**config.mk**
```make
export PLATFORM = sky130hd
export DESIGN_NAME = fpu_req_ctrl
export DESIGN_NICKNAME = d
export VERILOG_FILES = /design/src/rtl/fpu_req_ctrl_pkg.sv /design/src/rtl/fpu_req_ctrl.sv
export SDC_FILE = /design/constraint.sdc
export NUM_CORES = 1
export LEC_CHECK = 0
export CORE_MARGIN = 10
export CORE_UTILIZATION = 40
export DETAILED_ROUTE_END_ITERATION = 8
export GPL_TIMING_DRIVEN = 0
export PLACE_DENSITY = 0.82
export RECOVER_POWER = 100
export SLEW_MARGIN = 20
export SYNTH_ARGS = -nofsm -noshare
export SYNTH_HDL_FRONTEND = slang
export SYNTH_SLANG_ARGS = --single-unit
```
**constraint.sdc**
```tcl
create_clock -name clk_i -period 3.2 [get_ports clk_i]
set_clock_uncertainty 0.05 [all_clocks]
set_input_delay 0.8 -clock clk_i [delete_from_list [all_inputs] [get_ports clk_i]]
set_output_delay 0.8 -clock clk_i [all_outputs]
set_load 0.05 [all_outputs]
```
**src/rtl/fpu_req_ctrl_pkg.sv**
```systemverilog
// Shared types and helpers for the FPU request controller: the ALU op
// encoding seen by the FPU units, the controller FSM states, and the
// sizing of the operand-hold counter.
package fpu_req_ctrl_pkg;

  typedef enum logic [1:0] {
    FP_ALU_ADD = 2'd0,
    FP_ALU_SUB = 2'd1,
    FP_ALU_MUL = 2'd2,
    FP_ALU_DIV = 2'd3
  } fp_alu_op_e;

  typedef enum logic [1:0] {
    FPC_IDLE = 2'd0,
    FPC_EXEC = 2'd1,
    FPC_DONE = 2'd2
  } fpu_ctrl_state_e;

  localparam int FP_SHORT_CYCLES_DEF = 1;
  localparam int FP_LONG_CYCLES_DEF  = 4;

  // Width needed to hold any cycle budget up to max(short, long).
  function automatic int fp_hold_w(input int short_cycles, input int long_cycles);
    int m;
    m = (short_cycles > long_cycles) ? short_cycles : long_cycles;
    return (m < 1) ? 1 : $clog2(m + 1);
  endfunction

  localparam int FP_HOLD_W = fp_hold_w(FP_SHORT_CYCLES_DEF, FP_LONG_CYCLES_DEF);

  // Add/sub settle within the short budget; everything else needs the long one.
  function automatic logic fp_is_short_op(input fp_alu_op_e op);
    return (op == FP_ALU_ADD) || (op == FP_ALU_SUB);
  endfunction

endpackage

```
**src/rtl/fpu_req_ctrl.sv**
```systemverilog
// Initiator side of the bf16 FPU interface. Accepts one request at a time,
// holds op/operands stable on the combinational FPU datapath for a fixed
// per-op cycle budget, captures the result and presents it until consumed.
module fpu_req_ctrl
  import fpu_req_ctrl_pkg::*;
#(
  parameter int SHORT_CYCLES = 1,
  parameter int LONG_CYCLES  = 4,
  parameter int RD_W         = 5
) (
  input  logic            clk_i,
  input  logic            rst_i,
  input  logic            flush_i,
  input  logic            req_valid_i,
  output logic            req_ready_o,
  input  fp_alu_op_e      req_op_i,
  input  logic [15:0]     req_a_i,
  input  logic [15:0]     req_b_i,
  input  logic [RD_W-1:0] req_rd_i,
  output fp_alu_op_e      fpu_op_o,
  output logic [15:0]     fpu_a_o,
  output logic [15:0]     fpu_b_o,
  input  logic [15:0]     fpu_result_i,
  output logic            rsp_valid_o,
  input  logic            rsp_ready_i,
  output logic [15:0]     rsp_result_o,
  output logic [RD_W-1:0] rsp_rd_o,
  output logic            busy_o
);

  localparam int HOLD_W = fp_hold_w(SHORT_CYCLES, LONG_CYCLES);

  fpu_ctrl_state_e   state_q;
  logic [HOLD_W-1:0] cnt_q;
  logic [HOLD_W-1:0] cnt_load_d;
  fp_alu_op_e        op_q;
  logic [15:0]       a_q;
  logic [15:0]       b_q;
  logic [RD_W-1:0]   rd_q;
  logic [15:0]       result_q;
  logic [RD_W-1:0]   rsp_rd_q;
  logic              rsp_valid_q;
  logic              busy_q;
  logic              accept_d;

  // Accept only from IDLE; a flush on the same cycle blocks the handshake.
  always_comb begin
    req_ready_o = (state_q == FPC_IDLE) && !flush_i;
    accept_d    = req_valid_i && req_ready_o;
    cnt_load_d  = fp_is_short_op(req_op_i) ? HOLD_W'(SHORT_CYCLES - 1)
                                           : HOLD_W'(LONG_CYCLES - 1);
  end

  // Controller FSM: latch request, count down the hold budget, capture, hand off.
  always_ff @(posedge clk_i or posedge rst_i) begin
    if (rst_i) begin
      state_q     <= FPC_IDLE;
      cnt_q       <= '0;
      op_q        <= FP_ALU_ADD;
      a_q         <= '0;
      b_q         <= '0;
      rd_q        <= '0;
      result_q    <= '0;
      rsp_rd_q    <= '0;
      rsp_valid_q <= 1'b0;
      busy_q      <= 1'b0;
    end else if (flush_i) begin
      // Kill whatever is in flight; datapath and response registers keep their values.
      state_q     <= FPC_IDLE;
      cnt_q       <= '0;
      rsp_valid_q <= 1'b0;
      busy_q      <= 1'b0;
    end else begin
      case (state_q)
        FPC_IDLE: begin
          if (accept_d) begin
            op_q    <= req_op_i;
            a_q     <= req_a_i;
            b_q     <= req_b_i;
            rd_q    <= req_rd_i;
            cnt_q   <= cnt_load_d;
            state_q <= FPC_EXEC;
            busy_q  <= 1'b1;
          end
        end
        FPC_EXEC: begin
          if (cnt_q == '0) begin
            result_q    <= fpu_result_i;
            rsp_rd_q    <= rd_q;
            rsp_valid_q <= 1'b1;
            state_q     <= FPC_DONE;
          end else begin
            cnt_q <= cnt_q - HOLD_W'(1);
          end
        end
        FPC_DONE: begin
          if (rsp_ready_i) begin
            rsp_valid_q <= 1'b0;
            busy_q      <= 1'b0;
            state_q     <= FPC_IDLE;
          end
        end
        default: begin
          state_q     <= FPC_IDLE;
          rsp_valid_q <= 1'b0;
          busy_q      <= 1'b0;
        end
      endcase
    end
  end

  assign fpu_op_o     = op_q;
  assign fpu_a_o      = a_q;
  assign fpu_b_o      = b_q;
  assign rsp_valid_o  = rsp_valid_q;
  assign rsp_result_o = result_q;
  assign rsp_rd_o     = rsp_rd_q;
  assign busy_o       = busy_q;

endmodule

```
After elaboration in Yosys (flattened, before gate mapping)
Cells that the tools add are included.
- word-level logic and storage cells: 52
- input port bits: 60
- output and inout bits: 58
- register bits: 67
- reduce and logical (&&, ||, !) cells: 14
- $add $sub $neg: 1
- equality and inequality tests: 9
- bitwise logic cells: 1
- multiplexer cells: 17
- operators by type and width (cell ; count):
    AND reduction 3 bit ; 6
    != test 3 bit (second input constant) ; 4
    two-way mux 2 bit ; 5
    two-way mux 3 bit ; 3
    case mux 1 bit (3 select lines) ; 2
    case mux 2 bit (3 select lines) ; 1
    case mux 3 bit (2 select lines) ; 1
    two-way mux 1 bit ; 5
    == test 2 x 1 -> 1 bit (second input constant) ; 2
    logical NOT 2 bit ; 2
    != test 2 bit (second input constant) ; 2
    logical NOT 3 bit ; 1
    nonzero test 3 bit ; 1
    subtractor 3 x 1 -> 3 bit (second input constant) ; 1
    == test 2 bit (second input constant) ; 1
    logical AND 1 bit ; 2
    logical NOT 1 bit ; 1
    logical OR 1 bit ; 1
    inverter 1 bit ; 1

Longest topological paths before layout
Gate-level depths: netlist of run 1.
- depth after elaboration: 6
- depth in mapped cells: 6
- gate-level depth less buffers: 6

Worst setup path after synthesis of run 1
OpenSTA, ideal clock, no wires.
- path type: input to output
- from: in flush_i
- to: out req_ready_o
- buffers on the path: 1
- arrival: 1.998 ns
- setup slack: 0.352 ns
- cell stages on the path: 2
- required time: 2.350 ns
- cell sequence: buf_4 > nor3_1
- word-level cells in the longest chain between the ends: 2
- RTL lines (item ; RTL line ; source):
    start, declared ; fpu_req_ctrl.sv:13 ; input logic flush_i,
    logical NOT 1 bit ; fpu_req_ctrl.sv:48 ; req_ready_o = (state_q == FPC_IDLE) && !flush_i;
    logical AND 1 bit ; fpu_req_ctrl.sv:48 ;
    end, declared ; fpu_req_ctrl.sv:15 ; output logic req_ready_o,
Every way passes these cells.

Worst setup path after layout of run 1
Same ends and word-level chain as after synthesis.

==> reports/metrics.yaml, run 1 <==
status: "finished with violations"
violations: "max-capacitance violations, max-slew violations"
die_area_um2: 10300
p_int_uw: 1960
setup_viol: 0
regToRegSetupSlack_ns: 0.96
cts_repair_resize_count: 0
power_leakage_uw: 0.00171
numPortBuffers: 116
end_kind: "output pin"
clock-sinks: 67
grt-ovfl-total: 0
synth_cell_type_count: 26
grt_pass1_wl_mm: 10.4
final-seq-area_um2: 1680
grt_max_degree: 36
yosys_register_bits: 67
syn_avg_cell_area_um2: 15.7
cap_violations: 1
rsz0062_at_grt: "no"
fmax_mhz: 356
postPlaceCellArea_um2: 3940
initial_core_util: 0.416
hold_viol: 0
cts.clk_slew.worst_paths_ns: 0.07
hold_buffers: 0
final_common_cell: "dfrtp_1"
cp-start-kind: "input port"
layout_common_cells: "67 x dfrtp_1, 61 x dlygate4sd3_1, 55 x clkdlybuf4s50_1"
grt_pass1_vias: 2006
area_growth_pct: 53.0
p_sw_frac: 0.442
cts_tree: "done"
cts_setup_buffers: 0
ios: 118
num_rows: 29
slew_viol_final: 33
syn-num-nets: 231
coreArea_um2: 6390
vias_per_cell: 4.82
slew_headroom: -0.0135
final_area_um2: 4060
worst_pin_slew_ns: 1.51
wirelength_mm: 6.55
clockPowerShare: 0.170
worst_ep_arrival_time_ns: 1.96
p_seq_frac: 0.346
wl_per_cell_um: 17.3
synth_top_area_share: 0.631
crit_path_max_fanout: 8
postSynthCellCount: 169
rr_startpoint: "state_q[0]"
synth-seq-area-share: 0.631
multi_input_area_um2: 862
clk_path_buf_depth: 2
drt-initial-drc-count: 12
hold_class: "reg -> reg"
tns_ns: 0
drive_gt1_frac: 0.242
vias: 1828
track_usage: 0.129
n_fill_cell: 517
drc: 0
fin_total_pwr_uw: 3500
worstSetupPathType: "in -> out"
power_frac_comb: 0.484
numCtsBuffers: 9
synth_top_cell_by_area: "dfrtp_1"
ant_nets: 0
crit-reg2reg-capture: "fpu_a_o[6]"
place_congestion: 0.708
final_core_util: 0.636
p_sw_uw: 1550
period_share: 0.878
die_y_um: 101
reg2regPathDepth: 6
clk_latency_ns: 0.34
dp_hpwl_mm: 5.07
synth_warnings: 0
clock-root-buffer: "clkbuf_8"
final_nets: 359
fin_crit_ns: 2.81
p_per_area_nw_per_um2: 863
timing.hold.ws_ns: 0.427
cts_max_level: 3
firstDrtPassIters: 4
die_x_um: 101
min_path_cells: 1
yosys-top-cells-area: "dfrtp_1 63%, mux2_2 21%, mux2_1 4.2%"
cp.required_ns: 2.35
hold_start: "fpu_op_o[1]"
synth_area_um2: 2660
antenna_found_initial: 0
diodes: 0
min_to: "fpu_op_o[1]"
ir_drop_v: 0.000567
## registers in the layout, indices dropped and copies added, names as in the netlist, 2 cells and up
signal and count:
rsp_rd_o 5, rsp_result_o 16, fpu_b_o 16, rd_q 5, cnt_q 3, fpu_op_o 2
fpu_a_o 16, state_q 2
## kinds of logic after synthesis
kind of cell,count (synthesis),share of synthesized area
adder cells (fa/ha/maj),2,0.00942
flip-flops,67,0.631
multiplexers,61,0.258
buffers and inverters,14,0.0368
AND/OR/NAND/NOR,15,0.0382
AO/OA/AOI/OAI,10,0.0259
## per-layer routing
layer  vias up  track usage  share of wire
li1        843            -              -
met1       899        0.140           0.39
met2        78        0.206           0.47
met3         8       0.0728           0.12
met4         0       0.0482          0.013
met5         -            0              0
## cell type report
class,count,area share
inverters,5,0.00493
well taps,77,0.0237
clock inverters,7,0.0111
flip-flops and latches,67,0.413
multi-input cells,88,0.212
repair buffers,117,0.291
plain buffers,9,0.0139
clock buffers,9,0.0305
## power by group through the flow
| stage | sequential, µW | combinational (µW) | clock [µW] |
|---|---|---|---|
| 3_5_place_dp | 1250 | 1810 | 0 |
| 4_1_cts | 1230 | 1810 | 615 |
| 5_1_grt | 1250 | 1770 | 652 |
| 3_3_place_gp | 1230 | 1790 | 0 |
| 2_1_floorplan | 2080 | 308 | 0 |
| 6_report | 1210 | 1690 | 596 |
## synth_stat cells, drive strengths merged
cell and count:
nor3 2, and3 1, nand2b 2, o31ai 1, nand2 3, nor2 3, nand3b 2, a2bb2oi 1
a21boi 1, mux2 60, o221a 1, and3b 1, dfrtp 67, nor3b 1, mux2i 1, a21oi 3
buf 9, ha 2, o22a 1, o21ai 2, inv 5
## worst max-delay path by stage
stage | from | end | slack [ns] | cells after the start
after global routing | flush_i | req_ready_o | 0.37 | 3
final | flush_i | req_ready_o | 0.39 | 3
after detailed placement | flush_i | req_ready_o | 0.43 | 3
after global placement | rst_i | rsp_valid_o | -0.50 | 2
after floorplan | flush_i | req_ready_o | 0.35 | 2
after CTS | flush_i | req_ready_o | 0.43 | 3
## worst max-delay path, stage by stage
cell and delay (ns):
buf_4 0.14, nor3_1 0.12, dlygate4sd3_1 0.90
## through the flow
stage,std cells,worst slack [ns]
floorplan,169,0.352
global placement,362,-0.495
global route,379,0.367
finish,379,0.389
detailed placement,363,0.430
CTS,379,0.434
Note: power is estimated with default switching activity, not from simulation.
==> run 2: changes to the inputs <==
--- a/config.mk
+++ b/config.mk
@@ -9,9 +9,11 @@
 export CORE_UTILIZATION = 40
 export DETAILED_ROUTE_END_ITERATION = 8
 export GPL_TIMING_DRIVEN = 0
+export MAX_ROUTING_LAYER = met4
 export PLACE_DENSITY = 0.82
 export RECOVER_POWER = 100
 export SLEW_MARGIN = 20
 export SYNTH_ARGS = -nofsm -noshare
 export SYNTH_HDL_FRONTEND = slang
 export SYNTH_SLANG_ARGS = --single-unit
+export TNS_END_PERCENT = 5
==> run 2 against run 1 <==
Effect of this change: the run still ends with max-capacitance violations, max-slew violations left; register-to-register slack barely moved; total power about the same; sequential share of layout area unchanged; final cell count unchanged; first-iteration DRC count up 25%; utilization did not move; clock power hardly changed; hold slack barely moved; clock-buffer cell count unchanged; non-clock buffer count unchanged; critical path type unchanged; critical endpoint unchanged.
==> reports/metrics.yaml, run 2 (same netlist as run 1, synthesis figures left out) <==
hold_viol: 0
track_usage: 0.133
vias: 1840
period_share: 0.878
coreArea_um2: 6390
final_nets: 359
status: "finished with violations"
numCtsBuffers: 9
vias_per_cell: 4.85
power_leakage_uw: 0.00171
cap_violations: 1
p_per_area_nw_per_um2: 863
end_kind: "output pin"
drive_gt1_frac: 0.242
die_area_um2: 10300
diodes: 0
clk_latency_ns: 0.33
grt_pass1_vias: 2020
cts.clk_slew.worst_paths_ns: 0.07
cts_tree: "done"
wirelength_mm: 6.56
cp.required_ns: 2.35
numPortBuffers: 116
place_congestion: 0.716
clock-sinks: 67
cts_max_level: 3
worst_ep_arrival_time_ns: 1.96
antenna_found_initial: 0
hold_class: "reg -> reg"
final_core_util: 0.636
slew_headroom: -0.0153
crit_path_max_fanout: 8
layout_common_cells: "67 x dfrtp_1, 61 x dlygate4sd3_1, 55 x clkdlybuf4s50_1"
ant_nets: 0
initial_core_util: 0.416
reg2regPathDepth: 6
drt-initial-drc-count: 15
clk_path_buf_depth: 2
ios: 118
die_y_um: 101
fin_crit_ns: 2.81
firstDrtPassIters: 4
final_common_cell: "dfrtp_1"
violations: "max-capacitance violations, max-slew violations"
area_growth_pct: 53.0
setup_viol: 0
grt-ovfl-total: 0
wl_per_cell_um: 17.3
cts_setup_buffers: 0
worstSetupPathType: "in -> out"
timing.hold.ws_ns: 0.427
drc: 0
hold_buffers: 0
ir_drop_v: 0.000569
dp_hpwl_mm: 5.07
rsz0062_at_grt: "no"
die_x_um: 101
slew_viol_final: 33
worst_pin_slew_ns: 1.51
cts_repair_resize_count: 0
grt_pass1_wl_mm: 10.3
cp-start-kind: "input port"
fmax_mhz: 356
num_rows: 29
min_path_cells: 1
grt_max_degree: 36
clock-root-buffer: "clkbuf_8"
fin_total_pwr_uw: 3510
## run 2: cell counts in the layout (fill, tap and decap cells not counted)
No cell type changed its count.
## run 2: power breakdown
group,internal [µW],leakage (µW),switching [µW],total (µW)
Clock,276,0.0000770,323,599
Sequential,1100,0.000803,111,1210
Combinational,577,0.000830,1120,1690
## run 2: routing by layer
layer / routed length, µm / track usage / part of all wire
met5: 0 / - / 0
met3: 605 / 0.0572 / 0.092
met1: 2790 / 0.154 / 0.42
met4: 70 / 0.0418 / 0.011
met2: 3100 / 0.205 / 0.47
## run 2: cell type report
| type | instances | area (µm²) |
|---|---|---|
| Fill cell | 517 | 2320 |
| Sequential cell | 67 | 1680 |
| Timing Repair Buffer | 117 | 1180 |
| Multi-Input combinational cell | 88 | 862 |
| Clock buffer | 9 | 124 |
| Tap cell | 77 | 96.3 |
| Buffer | 9 | 56.3 |
| Clock inverter | 7 | 45.0 |
| Inverter | 5 | 20.0 |
## run 2: final timing paths
| check | endpoint | from | slack [ns] |
|---|---|---|---|
| setup / recovery | req_ready_o | flush_i | 0.39 |
| hold / removal | fpu_op_o[1] | fpu_op_o[1] | 0.43 |
| setup reg to reg | fpu_a_o[6] | state_q[0] | 0.95 |
| hold reg to reg | fpu_op_o[1] | fpu_op_o[1] | 0.43 |
| max in group asynchronous | fpu_a_o[0] | rst_i | 1.11 |
| min in group asynchronous | busy_o | rst_i | 1.22 |
## run 2: per-stage QoR
stage	setup TNS [ns]	setup WS [ns]	instances	cell area [µm²]
floorplan	0	0.352	169	2660
global placement	-33.00	-0.495	362	3910
detailed placement	0	0.430	363	3940
CTS	0	0.434	379	4100
global route	0	0.367	379	4060
finish	0	0.389	379	4060
## run 2: critical path, stage by stage
cell and delay, ns:
buf_4 0.14, nor3_1 0.12, dlygate4sd3_1 0.90
==> run 3: changes to the inputs <==
--- a/config.mk
+++ b/config.mk
@@ -5,8 +5,9 @@
 export SDC_FILE = /design/constraint.sdc
 export NUM_CORES = 1
 export LEC_CHECK = 0
-export CORE_MARGIN = 10
+export CORE_MARGIN = 2
 export CORE_UTILIZATION = 40
+export CTS_CLUSTER_SIZE = 14
 export DETAILED_ROUTE_END_ITERATION = 8
 export GPL_TIMING_DRIVEN = 0
 export MAX_ROUTING_LAYER = met4
==> run 3 against run 2 <==
Effect of this change: the flow still finishes with violations (max-capacitance violations, max-slew violations); first-iteration DRC count grew to 3.3 times the previous value; register-to-register slack got worse by 0.03 ns; combinational power is essentially flat; maximum frequency increased by 0.39%; final cell count stayed put; die area fell by 29%; utilization increased by 0.63 points; global-route usage is 3.1 points higher.
==> reports/metrics.yaml, run 3 (same netlist as run 1, synthesis figures left out) <==
status: "finished with violations"
violations: "max-capacitance violations, max-slew violations"
firstDrtPassIters: 3
hold_buffers: 0
dp_cells: 363
initial_core_util: 0.416
cts.clk_slew.worst_paths_ns: 0.07
period_share: 0.875
cp_slowest_cell: "dlygate4sd3_1"
p_sw_frac: 0.416
die_area_um2: 7310
track_usage: 0.165
max_stage_delay_ns: 0.89
post-place-ws_ns: 0.443
cts_setup_buffers: 0
clock-root-buffer: "clkbuf_8"
cp.required_ns: 2.35
cp-start-kind: "input port"
die_y_um: 85.5
fin_total_pwr_uw: 3630
p_seq_frac: 0.334
fin_crit_ns: 2.80
cts_max_level: 3
num_rows: 29
vias: 1831
path_delay_family: "buffers and inverters"
cap_violations: 1
wirelength_mm: 5.40
p_int_uw: 2120
wl_per_cell_um: 14.2
drt-initial-drc-count: 49
worst_ep_arrival_time_ns: 1.95
slew_headroom: -0.0822
grt_pass1_wl_mm: 8.89
fin_cells: 379
clockPowerShare: 0.205
drc: 0
crit_path_max_fanout: 8
clk_latency_ns: 0.33
final_nets: 359
regToRegSetupSlack_ns: 0.92
hold_viol: 0
final_area_um2: 4100
power_frac_comb: 0.461
rsz0062_at_grt: "no"
vias_per_cell: 4.83
fmax_mhz: 357
die_x_um: 85.5
worstSetupPathType: "in -> out"
drive_gt1_frac: 0.235
tns_ns: 0
ant_nets: 0
area_growth_pct: 54.5
numCtsBuffers: 9
dp_hpwl_mm: 4.05
p_per_area_nw_per_um2: 884
worst_pin_slew_ns: 1.61
diodes: 0
final_common_cell: "dfrtp_1"
place_congestion: 0.727
power_leakage_uw: 0.00174
grt_pass1_vias: 1851
antenna_found_initial: 0
coreArea_um2: 6390
path_cells: "buf_4 > nor3_1 > dlygate4sd3_1"
slew_viol_final: 36
clock-sinks: 67
grt_max_degree: 37
layout_common_cells: "67 x dfrtp_1, 61 x dlygate4sd3_1, 55 x clkdlybuf4s50_1"
postPlaceCellArea_um2: 3940
clk_path_buf_depth: 2
cts_tree: "done"
cts_repair_resize_count: 0
fin_ws_ns: 0.400
ir_drop_v: 0.000610
numPortBuffers: 116
hold_class: "reg -> reg"
end_kind: "output pin"
setup_viol: 0
p_sw_uw: 1510
grt-ovfl-total: 0
ios: 118
worst-path-buf-inv: 2
-- run 3: worst paths after layout --
| check | start | to | cells past startpoint |
|---|---|---|---|
| min in group asynchronous | rst_i | fpu_op_o[0] | 2 |
| max in group asynchronous | rst_i | rd_q[4] | 3 |
| max | flush_i | req_ready_o | 3 |
| max reg2reg | state_q[0] | fpu_a_o[4] | 6 |
| min reg2reg | fpu_op_o[1] | fpu_op_o[1] | 1 |
| min | fpu_op_o[1] | fpu_op_o[1] | 1 |
-- run 3: worst register-to-register path, delay by kind of cell, from the launching register on --
kind	cells	cell delay, ns
buf+inv	3	0.89
flops	1	0.36
mux	1	0.33
simple gates	2	0.54
-- run 3: layer usage --
metal,share of wire,track usage,wire (µm)
met5,0,-,0
met4,0.019,0.0649,104
met3,0.081,0.0671,435
met2,0.47,0.245,2550
met1,0.43,0.200,2310
-- run 3: through the flow --
step / hold slack [ns] / utilization
CTS: 0.440 / 0.649
floorplan: 0.402 / -
detailed placement: 0.424 / 0.616
global route: 0.457 / 0.642
global placement: 0.417 / 0.613
finish: 0.430 / 0.642
-- run 3: layout make-up --
cell class	instances	area, µm²
Fill cell	496	2280
Clock buffer	11	131
Sequential cell	67	1680
Inverter	5	20.0
Buffer	9	56.3
Clock inverter	5	77.6
Timing Repair Buffer	117	1180
Tap cell	77	96.3
Multi-Input combinational cell	88	862
-- run 3: power groups by stage --
stage / sequential [µW] / combinational (µW) / clock [µW]
6_report: 1210 / 1670 / 745
4_1_cts: 1230 / 1790 / 773
3_3_place_gp: 1230 / 1760 / 0
5_1_grt: 1250 / 1740 / 810
2_1_floorplan: 2080 / 308 / 0
3_5_place_dp: 1240 / 1780 / 0
